**config.mk**
```make
export PLATFORM = sky130hd
export DESIGN_NAME = period_peak_tracker_flat
export DESIGN_NICKNAME = d
export VERILOG_FILES = /design/src/rtl/period_peak_tracker_if.sv /design/src/rtl/period_peak_tracker.sv /design/src/flat_wrapper.sv
export SDC_FILE = /design/constraint.sdc
export NUM_CORES = 1
export LEC_CHECK = 0
export CAP_MARGIN = 10
export CORE_ASPECT_RATIO = 1.5
export CORE_UTILIZATION = 57
export DETAILED_ROUTE_END_ITERATION = 10
export HOLD_SLACK_MARGIN = 0.06
export PLACE_DENSITY = 0.79
export SLEW_MARGIN = 10
export SYNTH_ARGS = -nofsm -noshare
export SYNTH_HDL_FRONTEND = slang
export SYNTH_SLANG_ARGS = --single-unit
```
**constraint.sdc**
```tcl
create_clock -name clk -period 3.4 [get_ports clk]
set_clock_uncertainty 0.2 [all_clocks]
set_input_delay 0.68 -clock clk [delete_from_list [all_inputs] [get_ports clk]]
set_output_delay 0.68 -clock clk [all_outputs]
set_load 0.1 [all_outputs]
```
**src/rtl/period_peak_tracker_if.sv**
```systemverilog
// period_peak_tracker_if
//   Groups the sample stream, the measurement handshake and the result bus
//   of period_peak_tracker into one bundle.
//
//   Stream   : sample_en (valid strobe), adc_data (unsigned sample),
//              signal_in (synchronised comparator square wave)
//   Handshake: start (one-cycle request), busy, done (one-cycle pulse),
//              timeout (1 = last measurement aborted)
//   Results  : vmax, vmin, vpp, sample_cnt (stable between done pulses)
//
//   master : the side that feeds samples and requests measurements
//   slave  : the tracker itself
interface period_peak_tracker_if #(
  parameter int DW = 12
);
  logic          sample_en;
  logic [DW-1:0] adc_data;
  logic          signal_in;
  logic          start;
  logic          busy;
  logic          done;
  logic          timeout;
  logic [DW-1:0] vmax;
  logic [DW-1:0] vmin;
  logic [DW-1:0] vpp;
  logic [15:0]   sample_cnt;

  modport master (
    output sample_en, adc_data, signal_in, start,
    input  busy, done, timeout, vmax, vmin, vpp, sample_cnt
  );

  modport slave (
    input  sample_en, adc_data, signal_in, start,
    output busy, done, timeout, vmax, vmin, vpp, sample_cnt
  );
endinterface

```
**src/rtl/period_peak_tracker.sv**
```systemverilog
// period_peak_tracker
//   Measures max, min, peak-to-peak and sample count of the ADC stream over
//   NUM_PERIODS whole periods of signal_in (rising edge to rising edge).
//   A measurement that does not complete within TIMEOUT_CYC cycles of the
//   start request is aborted; an abort reports timeout=1 and leaves the
//   previous results untouched.
//
//   clk  : sole clock
//   rst  : synchronous, active-high reset
//   bus  : period_peak_tracker_if.slave (stream in, handshake, results out)
module period_peak_tracker #(
  parameter int NUM_PERIODS = 4,
  parameter int TIMEOUT_CYC = 50_000_000,
  parameter int DW          = 12
) (
  input logic                  clk,
  input logic                  rst,
  period_peak_tracker_if.slave bus
);

  localparam int TW = (TIMEOUT_CYC > 2) ? $clog2(TIMEOUT_CYC) : 1;
  // Abort fires when the incremented count would reach TIMEOUT_CYC-1, so done
  // lands exactly TIMEOUT_CYC cycles after the start request.
  localparam logic [TW-1:0] TCNT_LAST = TW'(TIMEOUT_CYC - 2);
  localparam logic [7:0]    PCNT_LAST = 8'(NUM_PERIODS - 1);
  localparam logic [DW-1:0] DATA_MAX  = '1;

  typedef enum logic [2:0] {
    S_IDLE,
    S_WAIT_EDGE,
    S_MEASURE,
    S_DONE,
    S_ABORT
  } state_t;

  state_t        state_q, state_d;
  logic          sig_q, sig_d;
  logic [TW-1:0] tcnt_q, tcnt_d;
  logic [7:0]    pcnt_q, pcnt_d;
  logic [DW-1:0] max_q, max_d;
  logic [DW-1:0] min_q, min_d;
  logic [15:0]   cnt_q, cnt_d;
  logic          busy_q, busy_d;
  logic          done_q, done_d;
  logic          timeout_q, timeout_d;
  logic [DW-1:0] vmax_q, vmax_d;
  logic [DW-1:0] vmin_q, vmin_d;
  logic [DW-1:0] vpp_q, vpp_d;
  logic [15:0]   scnt_q, scnt_d;

  logic rise;
  logic final_rise;
  logic expired;

  always_comb begin
    state_d    = state_q;
    sig_d      = bus.signal_in;
    tcnt_d     = tcnt_q;
    pcnt_d     = pcnt_q;
    max_d      = max_q;
    min_d      = min_q;
    cnt_d      = cnt_q;
    busy_d     = busy_q;
    done_d     = 1'b0;
    timeout_d  = timeout_q;
    vmax_d     = vmax_q;
    vmin_d     = vmin_q;
    vpp_d      = vpp_q;
    scnt_d     = scnt_q;

    rise       = bus.signal_in & ~sig_q;
    final_rise = rise && (pcnt_q == PCNT_LAST);
    expired    = (tcnt_q == TCNT_LAST);

    case (state_q)
      S_IDLE: begin
        if (bus.start) begin
          state_d = S_WAIT_EDGE;
          tcnt_d  = '0;
          busy_d  = 1'b1;
        end
      end

      S_WAIT_EDGE: begin
        tcnt_d = tcnt_q + TW'(1);
        if (rise) begin
          state_d = S_MEASURE;
          pcnt_d  = '0;
          // A sample on the opening edge is the first sample of the window.
          if (bus.sample_en) begin
            max_d = bus.adc_data;
            min_d = bus.adc_data;
            cnt_d = 16'd1;
          end else begin
            max_d = '0;
            min_d = DATA_MAX;
            cnt_d = '0;
          end
        end
        if (expired) begin
          state_d   = S_ABORT;
          busy_d    = 1'b0;
          done_d    = 1'b1;
          timeout_d = 1'b1;
        end
      end

      S_MEASURE: begin
        tcnt_d = tcnt_q + TW'(1);
        if (rise) begin
          pcnt_d = pcnt_q + 8'd1;
        end
        // The sample on the closing edge belongs to the next period.
        if (bus.sample_en && !final_rise) begin
          if (bus.adc_data > max_q) max_d = bus.adc_data;
          if (bus.adc_data < min_q) min_d = bus.adc_data;
          if (cnt_q != 16'hFFFF) cnt_d = cnt_q + 16'd1;
        end
        // Completion takes priority over a timeout expiring on the same cycle.
        if (final_rise) begin
          state_d   = S_DONE;
          busy_d    = 1'b0;
          done_d    = 1'b1;
          timeout_d = 1'b0;
          vmax_d    = max_q;
          vmin_d    = min_q;
          vpp_d     = (max_q >= min_q) ? (max_q - min_q) : '0;
          scnt_d    = cnt_q;
        end else if (expired) begin
          state_d   = S_ABORT;
          busy_d    = 1'b0;
          done_d    = 1'b1;
          timeout_d = 1'b1;
        end
      end

      // Results and done were registered on entry; these states only hold
      // for the single cycle that done is high.
      S_DONE:  state_d = S_IDLE;
      S_ABORT: state_d = S_IDLE;

      default: state_d = S_IDLE;
    endcase
  end

  // sig_q resets high so a signal_in already high out of reset is not an edge.
  always_ff @(posedge clk) begin
    if (rst) begin
      state_q   <= S_IDLE;
      sig_q     <= 1'b1;
      tcnt_q    <= '0;
      pcnt_q    <= '0;
      max_q     <= '0;
      min_q     <= '0;
      cnt_q     <= '0;
      busy_q    <= 1'b0;
      done_q    <= 1'b0;
      timeout_q <= 1'b0;
      vmax_q    <= '0;
      vmin_q    <= '0;
      vpp_q     <= '0;
      scnt_q    <= '0;
    end else begin
      state_q   <= state_d;
      sig_q     <= sig_d;
      tcnt_q    <= tcnt_d;
      pcnt_q    <= pcnt_d;
      max_q     <= max_d;
      min_q     <= min_d;
      cnt_q     <= cnt_d;
      busy_q    <= busy_d;
      done_q    <= done_d;
      timeout_q <= timeout_d;
      vmax_q    <= vmax_d;
      vmin_q    <= vmin_d;
      vpp_q     <= vpp_d;
      scnt_q    <= scnt_d;
    end
  end

  assign bus.busy       = busy_q;
  assign bus.done       = done_q;
  assign bus.timeout    = timeout_q;
  assign bus.vmax       = vmax_q;
  assign bus.vmin       = vmin_q;
  assign bus.vpp        = vpp_q;
  assign bus.sample_cnt = scnt_q;

endmodule

```
**src/flat_wrapper.sv**
```systemverilog
// flat-port wrapper written by rule: the top's interface ports become plain ports
module period_peak_tracker_flat 
#(
  parameter int NUM_PERIODS = 4,
  parameter int TIMEOUT_CYC = 50_000_000,
  parameter int DW          = 12
)
  (clk, rst, bus_sample_en, bus_adc_data, bus_signal_in, bus_start, bus_busy, bus_done, bus_timeout, bus_vmax, bus_vmin, bus_vpp, bus_sample_cnt);
  period_peak_tracker_if #(.DW(DW)) bus_i ();
  input logic clk;
  input logic rst;
  input wire logic [$bits(bus_i.sample_en)-1:0] bus_sample_en;
  input wire logic [$bits(bus_i.adc_data)-1:0] bus_adc_data;
  input wire logic [$bits(bus_i.signal_in)-1:0] bus_signal_in;
  input wire logic [$bits(bus_i.start)-1:0] bus_start;
  output wire logic [$bits(bus_i.busy)-1:0] bus_busy;
  output wire logic [$bits(bus_i.done)-1:0] bus_done;
  output wire logic [$bits(bus_i.timeout)-1:0] bus_timeout;
  output wire logic [$bits(bus_i.vmax)-1:0] bus_vmax;
  output wire logic [$bits(bus_i.vmin)-1:0] bus_vmin;
  output wire logic [$bits(bus_i.vpp)-1:0] bus_vpp;
  output wire logic [$bits(bus_i.sample_cnt)-1:0] bus_sample_cnt;
  assign bus_i.sample_en = bus_sample_en;
  assign bus_i.adc_data = bus_adc_data;
  assign bus_i.signal_in = bus_signal_in;
  assign bus_i.start = bus_start;
  assign bus_busy = bus_i.busy;
  assign bus_done = bus_i.done;
  assign bus_timeout = bus_i.timeout;
  assign bus_vmax = bus_i.vmax;
  assign bus_vmin = bus_i.vmin;
  assign bus_vpp = bus_i.vpp;
  assign bus_sample_cnt = bus_i.sample_cnt;
  period_peak_tracker #(.NUM_PERIODS(NUM_PERIODS), .TIMEOUT_CYC(TIMEOUT_CYC), .DW(DW)) u_core (.clk(clk), .rst(rst), .bus(bus_i));
endmodule
```
==> insert_results.sql, run 1 <==
INSERT INTO impl_metrics (metric_group, metric, value, unit) VALUES
('final_layout', 'drive_gt1_share', '13.3', '%'),
('pwr', 'cellPowerDensity', '541', 'mW/mm^2'),
('synthesis', 'synth.distinct_cells', '56', ''),
('synthesis', 'post_synth_inst_count', '796', ''),
('clock_tree', 'cts_root_buf', 'clkbuf_16', ''),
('die', 'core-area', '0.0111', 'mm^2'),
('timing', 'fmax', '320', 'MHz'),
('clock_tree', 'numCtsBuffers', '17', ''),
('synthesis', 'post_synth_fa_ha_maj_area_fraction', '7.77', '%'),
('routing', 'drc', '0', ''),
('routing', 'drt_pass1_iterations', '5', ''),
('clock_tree', 'postCtsSetupBuffers', '0', ''),
('routing', 'vias_per_cell', '5.83', ''),
('final_layout', 'layout-area-overhead-vs-synth', '20.0', '%'),
('clock_tree', 'clk_pin_slew_worst_paths', '0.06', 'ns'),
('synthesis', 'yosys-mux-area-fraction', '0', '%'),
('clock_tree', 'tritoncts', 'yes', ''),
('place', 'dpl.hpwl', '11800', 'um'),
('timing', 'final_max_slew_viols', '0', ''),
('die', 'die-width', '89.4', 'um'),
('synthesis', 'synth-xor-area-share', '6.97', '%'),
('worst_setup_path', 'critical_path.slowest_cell', 'o21ai_0', ''),
('timing', 'layout_min_cycle_time', '3.12', 'ns'),
('clock_tree', 'cts_num_sinks', '133', ''),
('synthesis', 'async_reset_ff_share', '0', '%'),
('final_layout', 'ff_latch_area', '0.00266', 'mm^2'),
('final_layout', 'multi_input_combinational_cell_area', '0.00358', 'mm^2'),
('worst_setup_path', 'crit_path_required_time', '3.46', 'ns'),
('pwr', 'design_power_total', '0.00425', 'W'),
('routing', 'wirelength', '16300', 'um'),
('worst_setup_path', 'path_delay_family', 'compound AO/OA/AOI/OAI gates', ''),
('synthesis', 'post_synth_instance_area', '0.00654', 'mm^2'),
('worst_setup_path', 'worst-endpoint-arrival', '3.18', 'ns'),
('clock_tree', 'clock_tree.buffer_depth', '2', ''),
('global_routing', 'grt_overflow_total', '0', ''),
('flow_run', 'maxCapViolations', '0', ''),
('die', 'core.rowCount', '47', ''),
('min_path', 'min-delay-path-class', 'reg -> reg', ''),
('global_routing', 'first_global_vias', '5744', ''),
('worst_setup_path', 'setup.worst_path.class', 'reg -> reg', ''),
('clock_tree', 'cts-hold-fix-buffers', '0', ''),
('status', 'outcome', 'finished, final reports clean', ''),
('worst_setup_path', 'timing.critical_path.cells', 'ha_1 -> inv_1 -> fa_1 -> a21oi_1 -> o211ai_1 -> o31ai_1 -> a21oi_1 -> o21ai_0 -> o21ai_0', ''),
('timing', 'finalSetupViolations', '0', ''),
('timing', 'worst_margin_slew', '0.848', 'ns'),
('worst_setup_path', 'critical_path.startpoint_type', 'register', ''),
('die', 'die_span_y', '133', 'um'),
('die', 'floorplan.initialDensity', '58.8', '%'),
('global_routing', 'grt_antenna_before_repair', '0', ''),
('timing', 'finalSetupTns', '0', 'ns'),
('pwr', 'vdd_ir_drop_max', '0.411', 'mV'),
('synthesis', 'synth-seq-cells', '133', ''),
('place', 'portBuffers', '71', ''),
('routing', 'routed_len_inst', '15.9', 'um'),
('global_routing', 'grt_util_all_layers', '28.7', '%'),
('timing', 'timing.final.crit_share', '91.9', '%'),
('synthesis', 'postSynth.topFlopCell', 'dfxtp_1', ''),
('worst_setup_path', 'endpoint_kind', 'register', ''),
('pwr', 'power.static_leakage', '3.15', 'nW'),
('worst_setup_path', 'cp.buffers_inverters', '1', ''),
('final_layout', 'n_fill_cell', '865', ''),
('worst_setup_path', 'cp_max_fo', '11', ''),
('synthesis', 'yosys_warnings', '0', ''),
('min_path', 'hold_start', 'u_core.bus.vpp[3]', ''),
('routing', 'ant_nets', '0', ''),
('synthesis', 'largest_family_of_logic_cells_by_synthesized_area', 'simple AND/OR/NAND/NOR gates', ''),
('final_layout', 'diodes', '0', ''),
('synthesis', 'synth_enable_flop_cells', '0', ''),
('synthesis', 'postSynthAreaPerCell', '8.21', 'um^2'),
('timing', 'grt_setup_unrepaired', 'false', ''),
('worst_setup_path', 'worstSetupStartpoint', 'u_core.min_q[0]', '');
[worst min-delay path: stages, from the launching register on]
cell and delay (ns):
dfxtp_1 0.31, nand2_1 0.05, nand2_1 0.04
[state kept, by name, indices dropped and copies added (netlist names), 8 cells and up]
register	cells
u_core.tcnt_q	26
u_core.bus.sample_cnt	16
u_core.cnt_q	16
u_core.bus.vmax	12
u_core.bus.vmin	12
u_core.bus.vpp	12
u_core.max_q	12
u_core.min_q	12
u_core.pcnt_q	8
[cells in the final DEF, fill, tap and decap left out, types with 3 or more instances in the layout]
cell type	instances
nand2_1	133
dfxtp_1	133
a21oi_1	86
nor2_1	72
buf_4	69
xor2_1	39
ha_1	39
inv_1	37
o21ai_0	29
nand3_1	27
nand4_1	22
clkbuf_16	17
clkdlybuf4s50_1	15
nor3_1	14
xnor2_1	13
and3_1	12
nand3b_1	11
a41o_1	10
and2_1	8
a21o_1	7
nor2b_1	6
and4_1	5
a211oi_1	5
clkinvlp_4	5
a311oi_1	4
or2_2	4
nand2b_1	3
o211ai_1	3
a211o_1	3
bufinv_16	3
[metal layers]
metal | track usage (%) | routed length (um) | share of wire, %
met5 | 0 | 0 | 0
met1 | 33.7 | 6600 | 41
met3 | 6.13 | 761 | 4.7
met4 | 15.2 | 693 | 4.3
met2 | 47.9 | 8200 | 50
[cells in the mapped netlist (all sizes together), types with 7 or more instances]
master	n	share of area (%)
a21o	7	0.80
a21oi	86	6.6
a41o	10	1.5
and2	8	0.77
and3	12	1.1
clkbuf	32	1.8
dfxtp	133	41
ha	39	7.5
inv	37	2.1
nand2	133	7.6
nand3	27	2.1
nand3b	11	1.3
nand4	22	2.1
nor2	72	4.1
nor3	14	1.1
o21ai	31	2.4
xnor2	13	1.7
xor2	39	5.2
[through the flow]
| step | utilization, % | cell area [um^2] | setup slack (ns) | hold slack, ns | std cells |
|---|---|---|---|---|---|
| final | 70.6 | 7850 | 0.276 | 0.237 | 1022 |
| after global routing | 70.6 | 7850 | 0.0117 | 0.276 | 1022 |
| after CTS | 70.6 | 7850 | 0.268 | 0.240 | 1022 |
| after detailed placement | 65.1 | 7230 | 0.182 | 0.233 | 990 |
| after global placement | 65.1 | 7230 | 0.264 | 0.232 | 990 |
| after floorplan | - | 6540 | 0.690 | 0.232 | 796 |
[worst paths after layout]
| kind | end | cells past startpoint | slack, ns |
|---|---|---|---|
| worst min-delay path | u_core.bus.vpp[3] | 2 | 0.24 |
| worst max register to register | u_core.bus.vpp[5] | 9 | 0.28 |
| worst min register to register | u_core.bus.vpp[3] | 2 | 0.24 |
| worst max-delay path | u_core.bus.vpp[5] | 9 | 0.28 |
[report_power, final]
group          switching (W)  internal (W)  total (W)
registers          0.0000543       0.00160    0.00165
clock network       0.000683       0.00119    0.00188
logic               0.000429      0.000288   0.000717
[area by class of cell]
type / count / area share, %
Clock inverter: 11 / 1.91
Sequential cell: 133 / 33.9
Tap cell: 147 / 2.34
Multi-Input combinational cell: 588 / 45.6
Clock buffer: 21 / 5.87
Timing Repair Buffer: 85 / 8.58
Inverter: 37 / 1.77
[logic make-up after synthesis]
logic type	after synthesis
buffers and inverters	75
xor gates and xnor gates	52
AOI/OAI and AO/OA	170
adders and majority gates	40
DFF	133
and+or+nand+nor	326
Note: power is estimated with default switching activity, not from simulation.
==> inputs of run 2 (changes only) <==
Settings changed: CAP_MARGIN 10 to 5, CELL_PAD_IN_SITES_DETAIL_PLACEMENT set to 0, CELL_PAD_IN_SITES_GLOBAL_PLACEMENT set to 1, CORE_UTILIZATION 57 to 42, PLACE_DENSITY 0.79 to 0.77.
==> run 2 against run 1 <==
  * Clock power shrank 2%
  * Critical path depth is the same
  * Clock-buffer cell count shrank 1
  * Critical endpoint unchanged
  * Core utilization shrank 18 points
  * Sequential power is essentially flat
  * Largest cell class unchanged
  * Non-clock buffer count grew 3
  * Highest routed layer unchanged
  * Sequential cell count is the same
==> insert_results.sql, run 2 (same netlist as run 1, synthesis figures left out) <==
INSERT INTO impl_metrics (metric_group, metric, value, unit) VALUES
('worst_setup_path', 'reg2reg_slack', '0.29', 'ns'),
('die', 'area_enclosed_by_the_die_boundary', '0.0161', 'mm^2'),
('pwr', 'switching_power', '0.00117', 'W'),
('clock_tree', 'clock_tree.buffer_depth', '2', ''),
('final_layout', 'n_fill_cell', '1479', ''),
('timing', 'grt_setup_unrepaired', 'false', ''),
('clock_tree', 'cts_num_sinks', '133', ''),
('global_routing', 'grt_util_all_layers', '21.6', '%'),
('pwr', 'vdd_ir_drop_max', '0.377', 'mV'),
('die', 'io_pins', '72', ''),
('routing', 'ant_nets', '0', ''),
('pwr', 'sw_frac_of_total', '27.8', '%'),
('die', 'die-width', '104', 'um'),
('worst_setup_path', 'worst_r2r_endpoint', 'u_core.bus.vpp[5]', ''),
('final_layout', 'diodes', '0', ''),
('pwr', 'power.share.clock', '43.6', '%'),
('routing', 'vias_per_cell', '5.38', ''),
('clock_tree', 'htree_num_levels', '4', ''),
('global_routing', 'grt_max_degree', '44', ''),
('pwr', 'p_comb_share', '17.2', '%'),
('routing', 'routed_len_inst', '15.9', 'um'),
('place', 'portBuffers', '71', ''),
('clock_tree', 'clkLatencyLatePin', '0.41', 'ns'),
('timing', 'finalSetupViolations', '0', ''),
('timing', 'worst_slack', '0.292', 'ns'),
('worst_setup_path', 'cp.depth', '9', ''),
('final_layout', 'nets', '922', ''),
('worst_setup_path', 'setup.worst_path.class', 'reg -> reg', ''),
('routing', 'initialDrtViolationCount', '220', ''),
('timing', 'timing.final.crit_share', '91.4', '%'),
('worst_setup_path', 'critical_path.startpoint_type', 'register', ''),
('worst_setup_path', 'cp.buffers_inverters', '1', ''),
('worst_setup_path', 'reg2reg_depth', '9', ''),
('timing', 'layout_min_cycle_time', '3.11', 'ns'),
('timing', 'slew_headroom', '41.6', '%'),
('pwr', 'share_seq_of_total_power', '39.2', '%'),
('min_path', 'hold_start', 'u_core.bus.vpp[3]', ''),
('clock_tree', 'tritoncts', 'yes', ''),
('global_routing', 'grt_pass1_wl', '27700', 'um'),
('global_routing', 'grt_overflow_total', '0', ''),
('min_path', 'min-delay-path-class', 'reg -> reg', ''),
('status', 'outcome', 'finished, final reports clean', ''),
('die', 'core.rowCount', '55', ''),
('routing', 'drc', '0', ''),
('pwr', 'internal_power', '0.00304', 'W'),
('clock_tree', 'clk_pin_slew_worst_paths', '0.06', 'ns'),
('die', 'core-area', '0.0151', 'mm^2'),
('timing', 'finalSetupTns', '0', 'ns'),
('clock_tree', 'post_cts.resized_instances', '0', ''),
('final_layout', 'largest-register', 'u_core.tcnt_q', ''),
('final_layout', 'drive_gt1_share', '13.4', '%'),
('worst_setup_path', 'worstSetupStartpoint', 'u_core.min_q[0]', ''),
('global_routing', 'first_global_vias', '5623', ''),
('final_layout', 'layout_common_cells', '133 x nand2_1, 133 x dfxtp_1, 86 x a21oi_1', ''),
('place', 'detailedPlace.worstSlack', '0.0851', 'ns'),
('worst_setup_path', 'worstReg2RegStart', 'u_core.min_q[0]', ''),
('worst_setup_path', 'worst-endpoint-arrival', '3.16', 'ns'),
('routing', 'wirelength', '17100', 'um'),
('place', 'finalWeightedCongestion', '0.925', ''),
('timing', 'fmax', '322', 'MHz'),
('worst_setup_path', 'critical_path.slowest_cell', 'o21ai_0', ''),
('global_routing', 'grt_antenna_before_repair', '0', ''),
('pwr', 'power.static_leakage', '3.17', 'nW'),
('die', 'floorplan.initialDensity', '43.2', '%'),
('worst_setup_path', 'path_delay_family', 'compound AO/OA/AOI/OAI gates', ''),
('final_layout', 'layout-area-overhead-vs-synth', '21.2', '%'),
('timing', 'hold_viol', '0', ''),
('worst_setup_path', 'crit_path_end', 'u_core.bus.vpp[5]', ''),
('routing', 'dr_vias', '5792', ''),
('worst_setup_path', 'endpoint_kind', 'register', ''),
('clock_tree', 'postCtsSetupBuffers', '0', ''),
('final_layout', 'largest_reg_flops', '26', ''),
('clock_tree', 'cts-hold-fix-buffers', '0', ''),
('clock_tree', 'numCtsBuffers', '17', ''),
('die', 'die_span_y', '155', 'um'),
('timing', 'final_max_slew_viols', '0', ''),
('place', 'dpl.hpwl', '12700', 'um'),
('routing', 'drt_pass1_iterations', '4', ''),
('pwr', 'cellPowerDensity', '532', 'mW/mm^2'),
('clock_tree', 'cts_root_buf', 'clkbuf_16', ''),
('worst_setup_path', 'crit_path_required_time', '3.45', 'ns'),
('flow_run', 'maxCapViolations', '0', ''),
('worst_setup_path', 'timing.critical_path.slowest_cell_delay', '0.70', 'ns'),
('worst_setup_path', 'cp_max_fo', '11', ''),
('timing', 'worst_margin_slew', '0.867', 'ns'),
('worst_setup_path', 'timing.critical_path.cells', 'ha_1 -> inv_1 -> fa_1 -> a21oi_1 -> o211ai_1 -> o31ai_1 -> a21oi_1 -> o21ai_0 -> o21ai_0', '');
-- run 2: power groups by stage --
stage	clock network, W	logic [W]	registers, W
after floorplan	0	0.000534	0.00168
after global placement	0	0.000699	0.00168
after detailed placement	0	0.000719	0.00169
after CTS	0.00188	0.000724	0.00165
after global routing	0.00196	0.000801	0.00166
final	0.00184	0.000725	0.00165
-- run 2: through the flow --
step	cell area (um^2)	power, W	util (%)	std cells	hold WS (ns)
final	7930	0.00422	52.4	1077	0.238
after global routing	7930	0.00442	52.4	1077	0.279
after CTS	7930	0.00425	52.4	1077	0.241
after detailed placement	7330	0.00240	48.4	1045	0.233
after global placement	7330	0.00238	48.4	1045	0.234
after floorplan	6540	0.00222	-	796	0.232
-- run 2: per-layer routing --
| metal | vias up | global-route usage, % | part of all wire [%] |
|---|---|---|---|
| li1 | 2894 | - | - |
| met1 | 2723 | 24.4 | 43 |
| met2 | 124 | 38.5 | 50 |
| met3 | 51 | 3.12 | 3.0 |
| met4 | 0 | 13.0 | 4.6 |
| met5 | - | 0 | 0 |
-- run 2: how the worst min path moves through the flow --
| stage | endpoint | cells past startpoint |
|---|---|---|
| after CTS | u_core.bus.vpp[3] | 2 |
| after global placement | u_core.bus.vpp[3] | 2 |
| after detailed placement | u_core.bus.vpp[3] | 2 |
| after global routing | u_core.bus.sample_cnt[10] | 2 |
| after floorplan | u_core.bus.vmin[11] | 2 |
| final | u_core.bus.vpp[3] | 2 |
-- run 2: layout make-up --
| type | instances | area [um^2] | share of cell area [%] |
|---|---|---|---|
| sequential | 133 | 2660 | 33.6 |
| inverter | 37 | 139 | 1.75 |
| tap | 199 | 249 | 3.14 |
| timing repair buffer | 88 | 708 | 8.93 |
| multi-input combinational | 588 | 3580 | 45.1 |
| clock buffer | 20 | 437 | 5.51 |
| clock inverter | 12 | 155 | 1.96 |
-- run 2: worst register-to-register path: stages (launching register included) --
cell and delay, ns:
dfxtp_1 0.39, ha_1 0.19, inv_1 0.06, fa_1 0.43, a21oi_1 0.27, o211ai_1 0.15
o31ai_1 0.24, a21oi_1 0.12, o21ai_0 0.70, o21ai_0 0.20
